==> src/rtl/fetch_dec_queue.sv <==
`default_nettype none
// ============================================================================
// Module   : fetch_dec_queue
// Brief    : Multi-issue circular instruction queue between fetch and decode.
//            Define FDQ_STALL_CNT_EN to add the saturating fetch-stall counter.
// Revision : 1.0
// ============================================================================
module fetch_dec_queue #(
   parameter int ADDR        = 32,
   parameter int INST        = 32,
   parameter int FETCH_WIDTH = 2,
   parameter int DEC_WIDTH   = 2,
   parameter int DEPTH       = 8
) (
   input  logic                             clk,
   input  logic                             reset_,
   input  logic                             flush,
   input  logic [FETCH_WIDTH-1:0]           fe_valid,
   input  logic [FETCH_WIDTH*ADDR-1:0]      fe_pc,
   input  logic [FETCH_WIDTH*INST-1:0]      fe_inst,
   input  logic [FETCH_WIDTH-1:0]           fe_pred,
   output logic                             fe_ready,
   output logic [DEC_WIDTH-1:0]             dec_valid,
   output logic [DEC_WIDTH*ADDR-1:0]        dec_pc,
   output logic [DEC_WIDTH*INST-1:0]        dec_inst,
   output logic [DEC_WIDTH-1:0]             dec_pred,
   input  logic [$clog2(DEC_WIDTH+1)-1:0]   dec_pop,
`ifdef FDQ_STALL_CNT_EN
   output logic [31:0]                      stall_cnt,
`endif
   output logic [$clog2(DEPTH+1)-1:0]       count
);

   localparam int PTR_W = $clog2(DEPTH);
   localparam int CNT_W = $clog2(DEPTH+1);

   logic [ADDR-1:0]  pc_mem_q   [DEPTH];
   logic [INST-1:0]  inst_mem_q [DEPTH];
   logic [DEPTH-1:0] pred_mem_q;

   logic [PTR_W-1:0] head_q, head_d, tail_q, tail_d;
   logic [CNT_W-1:0] count_q, count_d;
   logic [CNT_W-1:0] push_n, pop_n;
   logic             push_en;

   always_comb begin
      // Only the registered count is used, so a same-cycle pop never frees space.
      fe_ready = (32'(DEPTH) - 32'(count_q)) >= 32'(FETCH_WIDTH);
      push_en  = fe_ready & ~flush;
      push_n   = '0;
      for (int i = 0; i < FETCH_WIDTH; i++) begin
         push_n = push_n + CNT_W'(fe_valid[i] & push_en);
      end
      if (32'(dec_pop) < 32'(count_q)) begin
         pop_n = CNT_W'(dec_pop);
      end else begin
         pop_n = count_q;
      end
      head_d  = head_q + PTR_W'(pop_n);
      tail_d  = tail_q + PTR_W'(push_n);
      count_d = count_q + push_n - pop_n;
      if (flush) begin
         head_d  = '0;
         tail_d  = '0;
         count_d = '0;
      end
   end

   always_ff @(posedge clk or posedge reset_) begin
      if (reset_) begin
         head_q  <= '0;
         tail_q  <= '0;
         count_q <= '0;
      end else begin
         head_q  <= head_d;
         tail_q  <= tail_d;
         count_q <= count_d;
      end
   end

   // Storage is deliberately left unreset; dec_valid masks stale entries.
   always_ff @(posedge clk) begin
      for (int i = 0; i < FETCH_WIDTH; i++) begin
         if (push_en && fe_valid[i]) begin
            pc_mem_q[tail_q + PTR_W'(i)]   <= fe_pc[i*ADDR +: ADDR];
            inst_mem_q[tail_q + PTR_W'(i)] <= fe_inst[i*INST +: INST];
            pred_mem_q[tail_q + PTR_W'(i)] <= fe_pred[i];
         end
      end
   end

   generate
      for (genvar j = 0; j < DEC_WIDTH; j++) begin : g_dec
         localparam logic [PTR_W-1:0] OFF = PTR_W'(j);
         assign dec_valid[j]               = 32'(j) < 32'(count_q);
         assign dec_pc[j*ADDR +: ADDR]     = pc_mem_q[head_q + OFF];
         assign dec_inst[j*INST +: INST]   = inst_mem_q[head_q + OFF];
         assign dec_pred[j]                = pred_mem_q[head_q + OFF];
      end
   endgenerate

   assign count = count_q;

`ifdef FDQ_STALL_CNT_EN
   logic [31:0] stall_cnt_q, stall_cnt_d;

   always_comb begin
      stall_cnt_d = stall_cnt_q;
      if ((|fe_valid) && !fe_ready && !flush && (stall_cnt_q != 32'hFFFF_FFFF)) begin
         stall_cnt_d = stall_cnt_q + 32'd1;
      end
   end

   always_ff @(posedge clk or posedge reset_) begin
      if (reset_) begin
         stall_cnt_q <= '0;
      end else begin
         stall_cnt_q <= stall_cnt_d;
      end
   end

   assign stall_cnt = stall_cnt_q;
`endif

   a_fe_valid_thermo: assert property (@(posedge clk) disable iff (reset_)
      ((fe_valid & (fe_valid + FETCH_WIDTH'(1))) == '0));

endmodule
`default_nettype wire

==> config.mk <==
export PLATFORM = sky130hd
export DESIGN_NAME = fetch_dec_queue
export DESIGN_NICKNAME = d
export VERILOG_FILES = /design/src/rtl/fetch_dec_queue.sv
export SDC_FILE = /design/constraint.sdc
export NUM_CORES = 1
export LEC_CHECK = 0
export CORE_ASPECT_RATIO = 0.5
export CORE_MARGIN = 2
export CORE_UTILIZATION = 50
export DETAILED_ROUTE_END_ITERATION = 10
export GPL_TIMING_DRIVEN = 0
export PLACE_DENSITY_LB_ADDON = 0.05
export SLEW_MARGIN = 5
export SYNTH_ARGS = -nofsm -noshare
export SYNTH_HDL_FRONTEND = slang
export SYNTH_SLANG_ARGS = --single-unit
export TNS_END_PERCENT = 10
==> constraint.sdc <==
create_clock -name clk -period 9.1 [get_ports clk]
set_input_delay 1.365 -clock clk [delete_from_list [all_inputs] [get_ports clk]]
set_output_delay 1.365 -clock clk [all_outputs]
set_load 0.02 [all_outputs]
==> metrics.md, run 1 <==
| Metric | Value |
|---|---|
| Type of origin of the critical path | `register` |
| Drt drc | `0` |
| Hold buffer count at CTS | `0` |
| Slack of the critical path | `around 3100 ps` |
| Iteration-0 DRC Markers | `1785` |
| Area contributors post-synth | `edfxtp_1 51%, mux2_2 24%, mux4_2 19%` |
| Nets | `roughly 2200` |
| IO Pins | `~270` |
| #FFs+latches synth | `530` |
| H-tree depth | `2` |
| Mapped cell area | `30400 µm²` |
| Cell Pwr Density | `between 300 and 400 nW/µm²` |
| Cell Rows | `between 60 and 70` |
| Vias per inst | `6.46` |
| Tmin final | `6010 ps` |
| Post-Syn Instances | `1709` |
| Die W | `353 µm` |
| IO buf count | `272` |
| Arr. time, crit path | `4650 ps` |
| CTS Buffer Depth | `3` |
| Vias | `18920` |
| Endpoints failing setup | `0` |
| Final hold vios | `0` |
| Synth Area in Adders | `0.00855` |
| Power Total | `12.1 mW` |
| Total track usage | `0.287` |
| Maximum number of pins on one net before global-route repair | `20` |
| Async set or reset register ratio after synthesis | `0.0189` |
| Layout filler cell count | `4482` |
| Routed Wire Length | `between 80000 and 90000 µm` |
| Clk_skew | `15.2 ps` |
| XOR/XNOR Fraction of Synth Area | `0.00259` |
| Most common cell in the netlist | `mux2_2` |
| Initial Utilization | `0.510` |
| DRT Pass-1 Iters | `5` |
| Worst-Margin Slew | `1220 ps` |
| Period utilization | `0.661` |
| Reg clk slew, reported paths | `70 ps` |
| Multiplexer area fraction after synthesis | `0.430` |
| Grt total ovfl | `0` |
| Status | `finished, final reports clean` |
| CP required | `7740 ps` |
| Leakage | `approximately 12 nW` |
| Dpl ws | `3730 ps` |
| Gpl congestion | `0.810` |
| CTS tree | `yes` |
| Crit-path max FO | `10` |
| Slew headroom | `0.183` |
| Total CTS buffers | `50` |
| Hold WC Path Type | `reg -> reg` |
| Die ar. | `63000 µm²` |
| Switch share | `0.374` |
| Sequential area share after synthesis | `0.519` |
| Design Area, Final | `36700 µm²` |
| Post-Syn Nets | `1865` |
| Max Fclk | `166 MHz` |
| Worst VDD drop | `195 µV` |
| Root Driver | `clkbuf_16` |
| NetSw | `4.51 mW` |
| Max-Cap Viols | `0` |
| Clock Sinks | `530` |
| Vias in the first global route | `approximately 20000` |
| RSZ-0062 raised after global routing | `false` |
| Syn. warnings | `0` |
| WS Path Type | `reg -> out` |
| Post-synth EDFFs | `512` |
| First-pass GRT wire length | `131000 µm` |
| Max Slew Vio Count | `0` |
| Clk pwr share | `0.175` |
| Share of cells above drive strength 1 | `0.514` |
| Post-Place Cells | `between 2000 and 3000` |
| Share of the synthesized area in the top cell type | `0.505` |
| Antenna Nets Post-Route | `0` |
| Area growth syn-to-layout | `20.5%` |
| Core Area | `59700 µm²` |
| Cell taking the most area after synthesis | `edfxtp_1` |
| Largest family of logic cells by synthesized area | `multiplexers` |
| Post-synthesis compound-gate area fraction | `0.0102` |
| Worst R2R Setup Slack | `4880 ps` |
| Flop pwr share | `0.267` |
| Post-synth top flop | `edfxtp_1` |
| Post-CTS Resized | `0` |
| Initial antenna violation count | `5` |
| Avg WL per Cell | `30.7 µm` |
| Skew-Pair Late Insertion Delay | `600 ps` |
| Simple-gate share of the synthesized area | `0.00880` |
| Synth top cells by count | `636 x mux2_2, 512 x edfxtp_1, 260 x mux4_2` |
| Non-Filler Instances | `2929` |
| Post-CTS setup buffers | `0` |
| Final core utilization | `0.615` |
| Post-DP HPWL | `59300 µm` |
| Comb pwr share | `0.558` |
| Pint | `7.54 mW` |
| Post-Syn Area per Cell | `17.8 µm²` |
| Chip Height | `178 µm` |
| Synth unique cells | `37` |
| Placed inst area | `35100 µm²` |
| Setup crit end kind | `output port` |
[flip-flops by register name (all words and copies together), names as in the netlist]
register    cells
head_q          3
inst_mem_q    256
pc_mem_q      256
count           4
pred_mem_q      8
tail_q          3
[metal layers]
layer,GRT usage,part of all wire,vias up
met5,0,0,-
met1,0.400,0.42,10043
li1,-,-,7889
met3,0.0482,0.073,133
met4,0.0689,0.020,0
met2,0.474,0.48,855
[cell families (layout without fill, tap and decap cells)]
family | Yosys count | after routing
buf+inv | 151 | 553
xor+xnor | 9 | 9
mux | 902 | 902
fa+ha+maj | 19 | 19
compound gates | 45 | 45
simple gates | 53 | 53
flops | 530 | 530
other cells | 0 | 6
[final timing paths]
kind / from / end / depth (start not counted)
setup reg to reg: count[1]$_DFF_PP0_ / count[2]$_DFF_PP0_ / 15
setup / recovery: head_q[0]$_DFF_PP0_ / dec_inst[62] / 8
hold reg to reg: pred_mem_q[7]$_DFF_P_ / pred_mem_q[7]$_DFF_P_ / 2
min in group asynchronous: reset_ / count[2]$_DFF_PP0_ / 2
hold / removal: pred_mem_q[7]$_DFF_P_ / pred_mem_q[7]$_DFF_P_ / 2
max in group asynchronous: reset_ / count[0]$_DFF_PP0_ / 2
[worst max-delay path: stages (launching register included)]
cell and delay [ps]:
dfrtp_1 410, ha_1 410, clkbuf_1 210, buf_2 360
clkbuf_1 600, clkbuf_1 770, mux4_2 420, mux2_2 300
clkdlybuf4s50_1 550
[metrics by stage]
stage | setup TNS, ps | hold slack [ps]
6_report | 0 | 495
5_1_grt | 0 | 512
3_3_place_gp | -2414180 | 465
3_5_place_dp | 0 | 475
2_1_floorplan | 0 | 444
4_1_cts | 0 | 486
[cell type report]
class / count / area (µm²) / share of cell area
clock inverter: 28 / 204 / 0.00556
timing repair buffer: 309 / 3540 / 0.0965
antenna: 6 / 15.0 / 0.000409
clock buffer: 65 / 1380 / 0.0376
inverter: 16 / 60.1 / 0.00164
multi-input combinational: 1028 / 14100 / 0.384
tap: 812 / 1020 / 0.0277
sequential: 530 / 15800 / 0.430
buffer: 135 / 594 / 0.0162
[power groups by stage]
stage               registers, mW  clock network, mW  logic (mW)
detailed placement           3.26                  0        6.73
CTS                          3.21               2.13        6.77
global route                 3.24               2.22        7.04
finish                       3.22               2.11        6.73
global placement             3.39                  0        6.57
floorplan                    3.27                  0        4.07
[layout by cell type, fill, tap and decap left out, drive strengths merged, types with 5 or more instances in the layout]
cell / Yosys / final
diode: 0 / 6
o21ai: 13 / 13
ha: 16 / 16
clkbuf: 50 / 115
nor2: 21 / 21
buf: 85 / 122
mux4: 260 / 260
dfrtp: 10 / 10
xor2: 5 / 5
dfxtp: 8 / 8
edfxtp: 512 / 512
clkdlybuf4s50: 0 / 272
clkinv: 0 / 25
nand2b: 5 / 5
a21oi: 8 / 8
mux2: 642 / 642
inv: 16 / 16
or3: 5 / 5
nand2: 7 / 7
No activity file was read; power rests on OpenSTA's default activity.
==> run 2, diff against run 1 <==
==> constraint.sdc (replaced) <==
create_clock -name clk -period 6.1 [get_ports clk]
set_input_delay 0.915 -clock clk [delete_from_list [all_inputs] [get_ports clk]]
set_output_delay 0.915 -clock clk [all_outputs]
set_load 0.02 [all_outputs]
==> results of run 2 <==
Same layout as run 1 (identical final DEF). Status: finished, final reports clean.
Among the figures that moved: setup slack after placement 3730 ps -> 1180 ps; setup slack after layout 3090 ps -> 539 ps; register-to-register setup slack 4880 ps -> 1880 ps; total power 12.1 mW -> 18.0 mW; worst IR drop on VDD 195 µV -> 291 µV
==> run 3, diff against run 2 <==
--- a/config.mk
+++ b/config.mk
@@ -11,6 +11,7 @@
 export DETAILED_ROUTE_END_ITERATION = 10
 export GPL_TIMING_DRIVEN = 0
 export PLACE_DENSITY_LB_ADDON = 0.05
+export SKIP_LAST_GASP = 1
 export SLEW_MARGIN = 5
 export SYNTH_ARGS = -nofsm -noshare
 export SYNTH_HDL_FRONTEND = slang
==> results of run 3 <==
Same layout as run 1 (identical final DEF). Status: finished, final reports clean.
Among the figures that moved: setup slack after placement 3730 ps -> 1180 ps; setup slack after layout 3090 ps -> 539 ps; register-to-register setup slack 4880 ps -> 1880 ps; total power 12.1 mW -> 18.0 mW; worst IR drop on VDD 195 µV -> 291 µV
